**src/rtl/sub_pkg.sv**
```systemverilog
// rtl/sub_pkg.sv - shared types and defaults for the bit-serial subtractor
package sub_pkg;

  typedef enum logic [1:0] {IDLE, RUN, DONE} sub_state_t;

  localparam int SUB_WIDTH = 4;

endpackage

```
**src/rtl/fullsubtractor.sv**
```systemverilog
// rtl/fullsubtractor.sv - single-bit full-subtractor cell
module fullsubtractor (
  input  logic X,
  input  logic Y,
  input  logic Bi,
  output logic D,
  output logic Bo
);

  assign D  = X ^ Y ^ Bi;
  assign Bo = (~X & Y) | (~(X ^ Y) & Bi);

endmodule

```
**src/rtl/serial_ripple_subtractor.sv**
```systemverilog
// rtl/serial_ripple_subtractor.sv - bit-serial ripple-borrow subtractor, LSB first
module serial_ripple_subtractor
  import sub_pkg::*;
#(
  parameter int WIDTH = SUB_WIDTH,
  parameter int CNT_W = $clog2(WIDTH)
) (
  input  logic             clk,
  input  logic             rst_n,
  input  logic             in_valid,
  output logic             in_ready,
  input  logic [WIDTH-1:0] x,
  input  logic [WIDTH-1:0] y,
  input  logic             bin,
  output logic             out_valid,
  input  logic             out_ready,
  output logic [WIDTH-1:0] d,
  output logic             bout,
  output logic             zero,
  output logic             ovf
);

  sub_state_t       state, state_next;
  logic [WIDTH-1:0] xr, yr, d_r, d_next;
  logic [CNT_W-1:0] cnt;
  logic             borrow;
  logic             bout_r, zero_r, ovf_r;
  logic             cell_d, cell_bo;
  logic             last;

  assign last = (cnt == CNT_W'(WIDTH - 1));

  fullsubtractor u_cell (
    .X  (xr[cnt]),
    .Y  (yr[cnt]),
    .Bi (borrow),
    .D  (cell_d),
    .Bo (cell_bo)
  );

  // Result with the current bit merged in, so the flags can be taken on the final RUN edge.
  always_comb begin
    d_next      = d_r;
    d_next[cnt] = cell_d;
  end

  always_ff @(posedge clk) begin
    if (!rst_n) state <= IDLE;
    else        state <= state_next;
  end

  always_comb begin
    state_next = state;
    in_ready   = 1'b0;
    out_valid  = 1'b0;
    case (state)
      IDLE: begin
        in_ready = 1'b1;
        if (in_valid) state_next = RUN;
      end
      RUN: begin
        if (last) state_next = DONE;
      end
      DONE: begin
        out_valid = 1'b1;
        if (out_ready) state_next = IDLE;
      end
      default: state_next = IDLE;
    endcase
  end

  always_ff @(posedge clk) begin
    if (!rst_n) begin
      xr     <= '0;
      yr     <= '0;
      d_r    <= '0;
      cnt    <= '0;
      borrow <= 1'b0;
      bout_r <= 1'b0;
      zero_r <= 1'b0;
      ovf_r  <= 1'b0;
    end else begin
      case (state)
        IDLE: begin
          if (in_valid) begin
            xr     <= x;
            yr     <= y;
            borrow <= bin;
            cnt    <= '0;
          end
        end
        RUN: begin
          d_r    <= d_next;
          borrow <= cell_bo;
          cnt    <= last ? '0 : cnt + CNT_W'(1);
          if (last) begin
            bout_r <= cell_bo;
            zero_r <= (d_next == '0);
            ovf_r  <= (xr[WIDTH-1] != yr[WIDTH-1]) && (cell_d != xr[WIDTH-1]);
          end
        end
        default: ;
      endcase
    end
  end

  assign d    = d_r;
  assign bout = bout_r;
  assign zero = zero_r;
  assign ovf  = ovf_r;

endmodule
```
**config.mk**
```make
export PLATFORM = sky130hd
export DESIGN_NAME = serial_ripple_subtractor
export DESIGN_NICKNAME = d
export VERILOG_FILES = /design/src/rtl/sub_pkg.sv /design/src/rtl/fullsubtractor.sv /design/src/rtl/serial_ripple_subtractor.sv
export SDC_FILE = /design/constraint.sdc
export NUM_CORES = 1
export LEC_CHECK = 0
export ABC_AREA = 1
export BUFFER_PORTS_ARGS = -buffer_cell sky130_fd_sc_hd__buf_2
export CAP_MARGIN = 20
export CORE_MARGIN = 5
export CORE_UTILIZATION = 30
export DETAILED_ROUTE_END_ITERATION = 16
export PLACE_DENSITY_LB_ADDON = 0.15
export SYNTH_ARGS = -nofsm -noshare
export SYNTH_HDL_FRONTEND = slang
export SYNTH_HIERARCHICAL = 1
export SYNTH_SLANG_ARGS = --single-unit
```
**constraint.sdc**
```tcl
create_clock -name clk -period 2.21 [get_ports clk]
set_clock_uncertainty 0.05 [all_clocks]
set_input_delay 0.221 -clock clk [delete_from_list [all_inputs] [get_ports clk]]
set_output_delay 0.221 -clock clk [all_outputs]
set_load 0.05 [all_outputs]
```
==> flow_metrics.env <==
export IMPL_utilization_pct=36.9
export IMPL_final_period_utilization_pct=89.3
export IMPL_cts_resized=0
export IMPL_core_um2=3030
export IMPL_clockBufferDepth=2
export IMPL_area_delta_synth_final_pct=19.4
export IMPL_synth_area_leader_cell="dfxtp_1"
export IMPL_antenna_found_initial=0
export IMPL_insertion_delay_ns=0.30
export IMPL_syn_avg_cell_area_um2=7.62
export IMPL_fp_dieW_um=65.9
export IMPL_p_int_mw=0.541
export IMPL_p_total_mw=0.786
export IMPL_critPathCaptureType="flip-flop"
export IMPL_clkPwrFrac_pct=27.2
export IMPL_setup_viol=0
export IMPL_gp_congestion=0.862
export IMPL_worst_hold_path_type="in -> reg"
export IMPL_max_cap_violations=0
export IMPL_timing_setup_tns_ns=0
export IMPL_drt_iter0_drc=37
export IMPL_synth_area_um2=937
export IMPL_remaining_drc_errors=0
export IMPL_cts_setup_buffers=0
export IMPL_cts_tree="done"
export IMPL_mostFrequentLayoutCells="nor2_1 (23), buf_2 (21), dfxtp_1 (19), nand2_1 (15), inv_1 (13)"
export IMPL_seq_area_um2=402
export IMPL_htreeDepth=1
export IMPL_final_common_cell="nor2_1"
export IMPL_synth_top_area_share_pct=42.7
export IMPL_power_density_nw_per_um2=703
export IMPL_n_fill_cell=343
export IMPL_dr_pass1_iters=4
export IMPL_port_buffer_count=21
export IMPL_critPathLaunchType="flip-flop"
export IMPL_pre_cts_ws_ns=0.120
export IMPL_wl_per_cell_um=10.5
export IMPL_cp_max_fo=6
export IMPL_clk_pin_slew_ns=0.11
export IMPL_p_leak_nw=0.493
export IMPL_final_nets=165
export IMPL_ys_types=22
export IMPL_synth_area_top_cells="dfxtp_1 (43%), nor2_1 (9.2%), nand2_1 (6.0%)"
export IMPL_tightest_slew_ns=0.399
export IMPL_overflow=0
export IMPL_setup_ws_ns=0.236
export IMPL_ys_warn_count=6
export IMPL_antenna_left=0
export IMPL_dpl_hpwl_um=1540
export IMPL_initial_core_util_pct=31.0
export IMPL_vias_per_cell=4.33
export IMPL_switching_power_mw=0.245
export IMPL_rows=20
export IMPL_pin_count=22
export IMPL_swShare_pct=31.2
export IMPL_rsz0062_at_grt="no"
export IMPL_clockRootBuffer="clkbuf_4"
export IMPL_grt_util_all_layers_pct=10.2
export IMPL_fin_crit_ns=1.97
export IMPL_numClockSinks=20
export IMPL_fmax_mhz=507
export IMPL_dieArea_um2=4340
export IMPL_cts_buffers_inserted=3
export IMPL_hold_violations=0
export IMPL_drive_gt1_share_pct=24.7
export IMPL_whs_ns=0.0945
export IMPL_comb_power_share_pct=21.3
export IMPL_drv_slew=0
export IMPL_crit_required_ns=2.36
export IMPL_grt_pass1_vias=794
export IMPL_outcome="complete, no violations"
export IMPL_die_h_um=65.9
export IMPL_syn_nets=141
export IMPL_setup_worst_path_class="reg -> reg"
export IMPL_slew_headroom_pct=73.1
export IMPL_routed_via_count=823
export IMPL_grt_max_degree=15
export IMPL_worstPathArrival_ns=2.12
export IMPL_routed_wl_um=1990
export IMPL_yosys_register_bits=20
export IMPL_antenna_cells=0
export IMPL_synth_cells=123
export IMPL_synth_seq_area_share_pct=42.7
export IMPL_multiInputGateArea_um2=460
export IMPL_cts_hold_buf=0
export IMPL_p_seq_share_pct=51.4
export IMPL_grt_pass1_wl_um=3460
export IMPL_peakVddDrop_uv=341
-- state kept, by name, summed over array words and instances (netlist names) --
register  cells
borrow        1
bout          1
cnt           2
d             4
ovf           1
state         2
xr            4
yr            4
zero          1
-- layer usage --
| metal | part of all wire [%] | up-vias | wire length (um) | track usage (%) |
|---|---|---|---|---|
| met1 | 48 | 358 | 961 | 12.5 |
| met3 | 6.0 | 2 | 119 | 3.57 |
| li1 | - | 444 | - | - |
| met4 | 1.1 | 0 | 21 | 3.11 |
| met2 | 45 | 19 | 890 | 16.6 |
| met5 | 0 | - | 0 | 0 |
-- synthesized netlist by cell type --
library cell  instances
a211oi_1              1
a21oi_1              10
a21oi_2               1
a31oi_1               2
buf_6                 1
clkbuf_2              1
dfxtp_1              20
fa_1                  1
ha_1                  4
inv_1                14
inv_2                 2
nand2_1              15
nand2_2               1
nand3_1               2
nand3_4               1
nor2_1               23
nor2_2                2
o21a_1                1
o21ai_0              10
o21ai_1               7
o21ai_2               2
o22ai_1               2
-- worst paths after layout --
| kind | from | end | slack (ns) | depth (start not counted) |
|---|---|---|---|---|
| hold reg to reg | d[3] | d[3] | 0.41 | 2 |
| setup / recovery | cnt[1] | zero | 0.24 | 10 |
| setup reg to reg | cnt[1] | zero | 0.24 | 10 |
| hold / removal | x[0] | xr[0] | 0.09 | 3 |
-- through the flow --
stage	cell area (um^2)	instances
after global placement	1080	186
final	1120	190
after CTS	1120	190
after floorplan	937	123
after detailed placement	1080	186
after global routing	1120	190
-- final cells by class --
| class | count | share of cell area, % |
|---|---|---|
| clock buffers | 4 | 3.24 |
| inverters | 16 | 5.37 |
| flip-flops and latches | 20 | 35.9 |
| well taps | 44 | 4.92 |
| multi-input cells | 85 | 41.2 |
| repair buffers | 21 | 9.40 |
-- power by group through the flow --
stage | combinational (mW) | clock, mW | sequential (mW)
2_1_floorplan | 0.112 | 0 | 0.426
3_3_place_gp | 0.167 | 0 | 0.412
3_5_place_dp | 0.169 | 0 | 0.412
4_1_cts | 0.170 | 0.225 | 0.404
5_1_grt | 0.195 | 0.240 | 0.409
6_report | 0.168 | 0.214 | 0.404
-- cells by family after synthesis --
kind of cell / share of synthesized area, %
buffers and inverters: 8.14
AO/OA/AOI/OAI: 21.5
adder cells (fa/ha/maj): 7.48
flip-flops: 42.7
AND/OR/NAND/NOR: 20.2
-- worst max-delay path: stages (launching register included) --
cell,delay (ns)
dfxtp_1,0.38
inv_1,0.13
o21ai_0,0.10
o22ai_1,0.12
inv_1,0.08
fa_1,0.62
inv_1,0.09
nand2_1,0.06
o21ai_0,0.10
nand3_1,0.11
a21oi_2,0.05
(Power assumes the default switching activity.)
